`src/rtl/framebuffer_writer.sv`:
```
// ============================================================================
// Module      : framebuffer_writer
// Description : Converts a raster pixel stream (column, row, rgb) into
//               Avalon-MM framebuffer word writes. One registered address
//               stage drops off-screen pixels, a small write buffer absorbs
//               slave back-pressure, and a two-state FSM issues the writes.
//               Optional build macro FBW_DROP_CNT_EN adds a saturating
//               16-bit count of dropped pixels on port drop_cnt.
// Revision    : 1.0 - initial release
// ============================================================================
`default_nettype none

`ifndef H_DISPLAY
`define H_DISPLAY 640
`endif
`ifndef V_DISPLAY
`define V_DISPLAY 480
`endif
`ifndef H_SIZE
`define H_SIZE 10
`endif
`ifndef V_SIZE
`define V_SIZE 10
`endif
`ifndef RGB_SIZE
`define RGB_SIZE 12
`endif

module framebuffer_writer #(
    parameter int AVN_AW     = 19,
    parameter int AVN_DW     = 16,
    parameter int FIFO_DEPTH = 8,
    parameter int H_DISP     = `H_DISPLAY,
    parameter int V_DISP     = `V_DISPLAY
) (
    input  logic                          sys_clk,
    input  logic                          sys_rst,
    input  logic                          pix_vld,
    input  logic [`H_SIZE-1:0]            pix_hc,
    input  logic [`V_SIZE-1:0]            pix_vc,
    input  logic [`RGB_SIZE-1:0]          pix_rgb,
    output logic                          pix_stall,
    output logic                          framebuffer_avn_write,
    output logic [AVN_AW-1:0]             framebuffer_avn_address,
    output logic [AVN_DW-1:0]             framebuffer_avn_writedata,
    output logic [AVN_DW/8-1:0]           framebuffer_avn_byteenable,
    input  logic                          framebuffer_avn_waitrequest,
    output logic                          frame_done,
    output logic [$clog2(FIFO_DEPTH):0]   fifo_level
`ifdef FBW_DROP_CNT_EN
    ,
    output logic [15:0]                   drop_cnt
`endif
);

    localparam int c_PTR_W = $clog2(FIFO_DEPTH);
    localparam int c_LVL_W = c_PTR_W + 1;
    localparam int c_RGB_W = `RGB_SIZE;
    localparam int c_ENT_W = AVN_AW + c_RGB_W + 1;

    typedef enum logic [0:0] {
        IDLE  = 1'b0,
        WRITE = 1'b1
    } state_t;

    // ------------------------------------------------------------------
    // Input acceptance and address arithmetic
    // ------------------------------------------------------------------
    logic                 w_accept;
    logic                 w_in_range;
    logic                 w_is_last;
    logic [AVN_AW-1:0]    w_addr_calc;
    logic [c_LVL_W:0]     w_occupancy;

    logic                 r_s1_vld;
    logic [AVN_AW-1:0]    r_s1_addr;
    logic [c_RGB_W-1:0]   r_s1_rgb;
    logic                 r_s1_last;

    logic [c_ENT_W-1:0]   r_mem [FIFO_DEPTH];
    logic [c_PTR_W-1:0]   r_wr_ptr;
    logic [c_PTR_W-1:0]   r_rd_ptr;
    logic [c_LVL_W-1:0]   r_level;
    logic [c_LVL_W-1:0]   w_level_nxt;
    logic                 w_push;
    logic                 w_pop;

    logic [c_ENT_W-1:0]   w_head;
    logic [AVN_AW-1:0]    w_head_addr;
    logic [c_RGB_W-1:0]   w_head_rgb;
    logic                 w_head_last;

    state_t               r_state;
    state_t               w_state_nxt;
    logic                 r_frame_done;

    // Arithmetic is done in the address width, so an oversize product wraps
    // exactly as a truncation of the full-width result would.
    assign w_addr_calc = AVN_AW'(pix_hc) + AVN_AW'(pix_vc) * AVN_AW'(H_DISP);
    assign w_in_range  = (32'(pix_hc) < H_DISP) && (32'(pix_vc) < V_DISP);
    assign w_is_last   = (32'(pix_hc) == H_DISP - 1) && (32'(pix_vc) == V_DISP - 1);

    // Stall looks only at registered occupancy (buffer plus in-flight
    // stage-1 entry); the one-entry margin below depth covers the pixel that
    // may be accepted in the same cycle the stall threshold is reached.
    assign w_occupancy = {1'b0, r_level} + {{c_LVL_W{1'b0}}, r_s1_vld};
    assign pix_stall   = (w_occupancy >= (c_LVL_W + 1)'(FIFO_DEPTH - 1));
    assign w_accept    = pix_vld & ~pix_stall;

    // Stage 1: register address/colour of accepted on-screen pixels
    always_ff @(posedge sys_clk or negedge sys_rst) begin
        if (!sys_rst) begin
            r_s1_vld  <= 1'b0;
            r_s1_addr <= '0;
            r_s1_rgb  <= '0;
            r_s1_last <= 1'b0;
        end else begin
            r_s1_vld <= w_accept & w_in_range;
            if (w_accept) begin
                r_s1_addr <= w_addr_calc;
                r_s1_rgb  <= pix_rgb;
                r_s1_last <= w_is_last;
            end
        end
    end

    // ------------------------------------------------------------------
    // Write buffer
    // ------------------------------------------------------------------
    assign w_push = r_s1_vld;
    assign w_pop  = (r_state == WRITE) & ~framebuffer_avn_waitrequest;

    // Storage array carries no reset; validity is tracked by the pointers
    always_ff @(posedge sys_clk) begin
        if (w_push) begin
            r_mem[r_wr_ptr] <= {r_s1_addr, r_s1_rgb, r_s1_last};
        end
    end

    // Occupancy after this edge; push and pop together leave it unchanged
    always_comb begin
        w_level_nxt = r_level;
        case ({w_push, w_pop})
            2'b10:   w_level_nxt = r_level + c_LVL_W'(1);
            2'b01:   w_level_nxt = r_level - c_LVL_W'(1);
            default: w_level_nxt = r_level;
        endcase
    end

    // Pointers wrap naturally because depth is a power of two
    always_ff @(posedge sys_clk or negedge sys_rst) begin
        if (!sys_rst) begin
            r_wr_ptr <= '0;
            r_rd_ptr <= '0;
            r_level  <= '0;
        end else begin
            if (w_push) begin
                r_wr_ptr <= r_wr_ptr + c_PTR_W'(1);
            end
            if (w_pop) begin
                r_rd_ptr <= r_rd_ptr + c_PTR_W'(1);
            end
            r_level <= w_level_nxt;
        end
    end

    assign w_head      = r_mem[r_rd_ptr];
    assign w_head_addr = w_head[c_ENT_W-1 -: AVN_AW];
    assign w_head_rgb  = w_head[c_RGB_W:1];
    assign w_head_last = w_head[0];
    assign fifo_level  = r_level;

    // ------------------------------------------------------------------
    // Output FSM
    // ------------------------------------------------------------------
    // State register
    always_ff @(posedge sys_clk or negedge sys_rst) begin
        if (!sys_rst) begin
            r_state <= IDLE;
        end else begin
            r_state <= w_state_nxt;
        end
    end

    // Next state uses the post-edge occupancy so a freshly pushed entry is
    // presented on the bus in the very next cycle.
    always_comb begin
        w_state_nxt = r_state;
        case (r_state)
            IDLE: begin
                if (w_level_nxt != '0) begin
                    w_state_nxt = WRITE;
                end
            end
            WRITE: begin
                if (w_pop && (w_level_nxt == '0)) begin
                    w_state_nxt = IDLE;
                end
            end
            default: w_state_nxt = IDLE;
        endcase
    end

    // Bus outputs come from the buffer head and are zero outside WRITE;
    // the head only moves on a pop, so they hold while waitrequest is high.
    always_comb begin
        framebuffer_avn_write     = 1'b0;
        framebuffer_avn_address   = '0;
        framebuffer_avn_writedata = '0;
        if (r_state == WRITE) begin
            framebuffer_avn_write                     = 1'b1;
            framebuffer_avn_address                   = w_head_addr;
            framebuffer_avn_writedata[c_RGB_W-1:0]    = w_head_rgb;
        end
    end

    assign framebuffer_avn_byteenable = '1;

    // Frame-complete pulse in the cycle after the last pixel's write is taken
    always_ff @(posedge sys_clk or negedge sys_rst) begin
        if (!sys_rst) begin
            r_frame_done <= 1'b0;
        end else begin
            r_frame_done <= w_pop & w_head_last;
        end
    end

    assign frame_done = r_frame_done;

`ifdef FBW_DROP_CNT_EN
    logic [15:0] r_drop_cnt;

    // Saturating count of accepted pixels that fell outside the display
    always_ff @(posedge sys_clk or negedge sys_rst) begin
        if (!sys_rst) begin
            r_drop_cnt <= '0;
        end else if (w_accept && !w_in_range && (r_drop_cnt != 16'hFFFF)) begin
            r_drop_cnt <= r_drop_cnt + 16'd1;
        end
    end

    assign drop_cnt = r_drop_cnt;
`endif

endmodule

`default_nettype wire

```
`config.mk`:
```
export PLATFORM = sky130hd
export DESIGN_NAME = framebuffer_writer
export DESIGN_NICKNAME = d
export VERILOG_FILES = /design/src/rtl/framebuffer_writer.sv
export SDC_FILE = /design/constraint.sdc
export NUM_CORES = 1
export LEC_CHECK = 0
export CORE_ASPECT_RATIO = 0.8
export CORE_MARGIN = 4
export CORE_UTILIZATION = 30
export DETAILED_ROUTE_END_ITERATION = 10
export PLACE_DENSITY_LB_ADDON = 0.12
export SYNTH_ARGS = -nofsm -noshare
export SYNTH_HDL_FRONTEND = slang
export SYNTH_SLANG_ARGS = --single-unit
export TNS_END_PERCENT = 50
```
`constraint.sdc`:
```
create_clock -name sys_clk -period 4.1 [get_ports sys_clk]
set_input_delay 0.82 -clock sys_clk [delete_from_list [all_inputs] [get_ports sys_clk]]
set_output_delay 0.82 -clock sys_clk [all_outputs]
set_load 0.005 [all_outputs]
```
==> summary.md <==
| Metric | Value |
|---|---|
| Pwr/cell area | `712 mW/mm²` |
| CP endpoint kind | `output port` |
| Post-Syn Area | `0.0125 mm²` |
| Mean area per synthesized cell | `18.7 µm²` |
| Gr ovfl total | `0` |
| WHS | `0.490 ns` |
| RSZ-0062 raised after global routing | `false` |
| DRT Pass-1 Iters | `4` |
| Post-CTS setup buffer count | `0` |
| Row Count | `66` |
| Avg WL per Cell | `20.9 µm` |
| Yosys top cell by area | `edfxtp_1` |
| Post-synth ARST share | `0.150` |
| Run status | `finished clean` |
| RD Place Congestion | `0.719` |
| Slew headroom | `0.343` |
| Port Buf Inserts | `73` |
| Die H | `191 µm` |
| Final hold vios | `0` |
| Via count | `6,209` |
| Total CTS buffers | `35` |
| Core ar. | `0.0409 mm²` |
| Die ar. | `0.0450 mm²` |
| Clock Sinks | `301` |
| Final setup violating endpoints | `0` |
| Worst-path clk slew | `0.06 ns` |
| Most common cell in the netlist | `edfxtp_1` |
| Layout cell share with drive strength beyond 1 | `0.211` |
| Largest cells by area after synthesis | `edfxtp_1, mux4_2, dfrtp_1` |
| DRC | `0` |
| Yosys reg bits | `301` |
| Root Driver | `clkbuf_16` |
| TNS Setup | `0 ns` |
| Worst IR Drop VDD | `620 µV` |
| Antenna Nets Post-Route | `0` |
| Area growth, synth to finish | `21.6%` |
| Global Route Usage Sum | `0.124` |
| Critical path's top delay family | `buffers and inverters` |
| First-pass GRT wire length | `42.5 mm` |
| Cts repair resizes | `0` |
| IO Pins | `80` |
| Pleak | `5.24 nW` |
| DRT iter0 DRCs | `328` |
| Slowest CP cell | `mux4_2` |
| Maximum clock rate | `285 MHz` |
| Slowest stage delay, CP | `0.57 ns` |
| Critical path data arrival time | `2.68 ns` |
| Critical Path RT | `3.28 ns` |
| Internal | `7.73 mW` |
| Clock buffer depth | `3` |
| Hold crit path type | `in -> async` |
| WL final | `27.9 mm` |
| Horiz. Die Dim | `236 µm` |
| Syn Inst Count | `669` |
| CP bufs+invs | `2` |
| Post-DP HPWL | `15.6 mm` |
| Max FO, Critical Path | `50` |
| Vias/cell | `4.64` |
| Final Cycle Share | `0.855` |
| Switching Share | `0.285` |
| CP Class | `reg -> out` |
| Top_reg_cell synth | `edfxtp_1` |
| Gate power share | `0.288` |
| Maxcap violations | `0` |
| Sequential element share of the synthesized area | `0.705` |
| Post-route minimum period | `3.50 ns` |
| Ant diodes | `0` |
| Final Slew Violations | `0` |
| Initial antenna violation count | `0` |
| Slew @ Worst Pin | `0.985 ns` |
| Clock latency at the later pin of the worst-skew pair | `0.50 ns` |
| H-tree depth | `2` |
| Share of power burned in registers | `0.411` |
| Vias in the first global route | `6,819` |
| Unique cell type count in the Yosys netlist | `51` |
| Layout Skew | `0.0144 ns` |
| Clock power frac | `0.301` |
| Crit start category | `register` |
| CTS tree | `built` |
| Synth warn | `0` |
| Post-synth EDFFs | `256` |
| Largest net degree at the start of global routing | `51` |
| Final nets | `832` |
| Post-synth top area share | `0.615` |
| Synth top cells by count | `edfxtp_1, mux4_2, dfrtp_1, nand2_1, nor2b_1` |
| Hold buffers post-CTS | `0` |
| Initial Util | `0.306` |
| Cell chain of the critical path | `buf_12 -> mux4_2 -> mux2i_1 -> nor2b_1 -> clkdlybuf4s50_1` |
| Psw | `3.08 mW` |
==> cells in the final DEF, fill, tap and decap left out, types with 11 or more instances in the layout <==
| master | instances |
|---|---|
| edfxtp_1 | 256 |
| clkdlybuf4s50_1 | 72 |
| mux4_2 | 64 |
| nand2_1 | 43 |
| dfrtp_1 | 42 |
| clkbuf_16 | 37 |
| nor2b_1 | 36 |
| mux2i_1 | 33 |
| ha_1 | 26 |
| nor2_1 | 14 |
| buf_4 | 14 |
| mux2_1 | 13 |
| xor2_1 | 11 |
==> power by group through the flow <==
stage | combinational (mW) | sequential [mW] | clock, mW
6_report | 3.11 | 4.45 | 3.25
3_3_place_gp | 3.18 | 4.45 | 0
5_1_grt | 3.43 | 4.51 | 3.49
4_1_cts | 3.23 | 4.45 | 3.34
3_5_place_dp | 3.22 | 4.51 | 0
2_1_floorplan | 1.92 | 4.33 | 0
==> state kept, by name, indices dropped and copies added (netlist names) <==
signal      flops
r_rd_ptr        3
r_s1_addr      19
r_s1_vld        1
r_mem         256
fifo_level      4
r_s1_last       1
r_state         1
frame_done      1
r_wr_ptr        3
r_s1_rgb       12
==> stage by stage <==
stage | utilization | area [µm²] | setup slack [ns] | power (mW) | cells
6_report | 0.372 | 15200 | 0.596 | 10.8 | 1337
5_1_grt | 0.372 | 15200 | 0.371 | 11.4 | 1337
4_1_cts | 0.372 | 15200 | 0.457 | 11.0 | 1337
3_5_place_dp | 0.341 | 14000 | 0.367 | 7.73 | 1274
3_3_place_gp | 0.341 | 14000 | 0.387 | 7.64 | 1274
2_1_floorplan | - | 12500 | 0.839 | 6.25 | 673
==> final timing paths <==
| kind | start | endpoint | depth (start not counted) | slack, ns |
|---|---|---|---|---|
| setup reg to reg | r_s1_vld | r_s1_addr[12] | 9 | 1.37 |
| max in group asynchronous | sys_rst | r_s1_addr[11] | 2 | 2.81 |
| min in group sys_clk | r_wr_ptr[0] | r_wr_ptr[0] | 1 | 0.52 |
| setup / recovery | r_rd_ptr[0] | framebuffer_avn_address[17] | 5 | 0.60 |
| hold reg to reg | r_wr_ptr[0] | r_wr_ptr[0] | 1 | 0.52 |
| hold / removal | sys_rst | r_s1_rgb[10] | 1 | 0.49 |
==> layout make-up <==
| class | instances | area (µm²) |
|---|---|---|
| fill | 3788 | 25700 |
| sequential | 301 | 8820 |
| multi-input combinational | 331 | 3530 |
| clock buffer | 40 | 947 |
| timing repair buffer | 90 | 891 |
| tap | 544 | 681 |
| clock inverter | 23 | 292 |
| inverter | 8 | 30.0 |
==> layer usage <==
layer | track usage | up-vias | wire length [µm]
li1 | - | 2819 | -
met1 | 0.171 | 3249 | 12800
met2 | 0.211 | 105 | 13700
met3 | 0.0220 | 36 | 1010
met4 | 0.0254 | 0 | 407
met5 | 0 | - | 0
==> cells by family after synthesis <==
group                      count (synthesis)  share of synthesized area
adders and majority gates                 29                     0.0308
muxes                                    112                      0.155
buffers and inverters                     41                     0.0154
AOI/OAI and AO/OA                         38                     0.0251
DFF                                      301                      0.705
other                                      2                   0.000601
and+or+nand+nor                          125                     0.0514
xor gates and xnor gates                  21                     0.0159
Note: power is estimated with default switching activity, not from simulation.
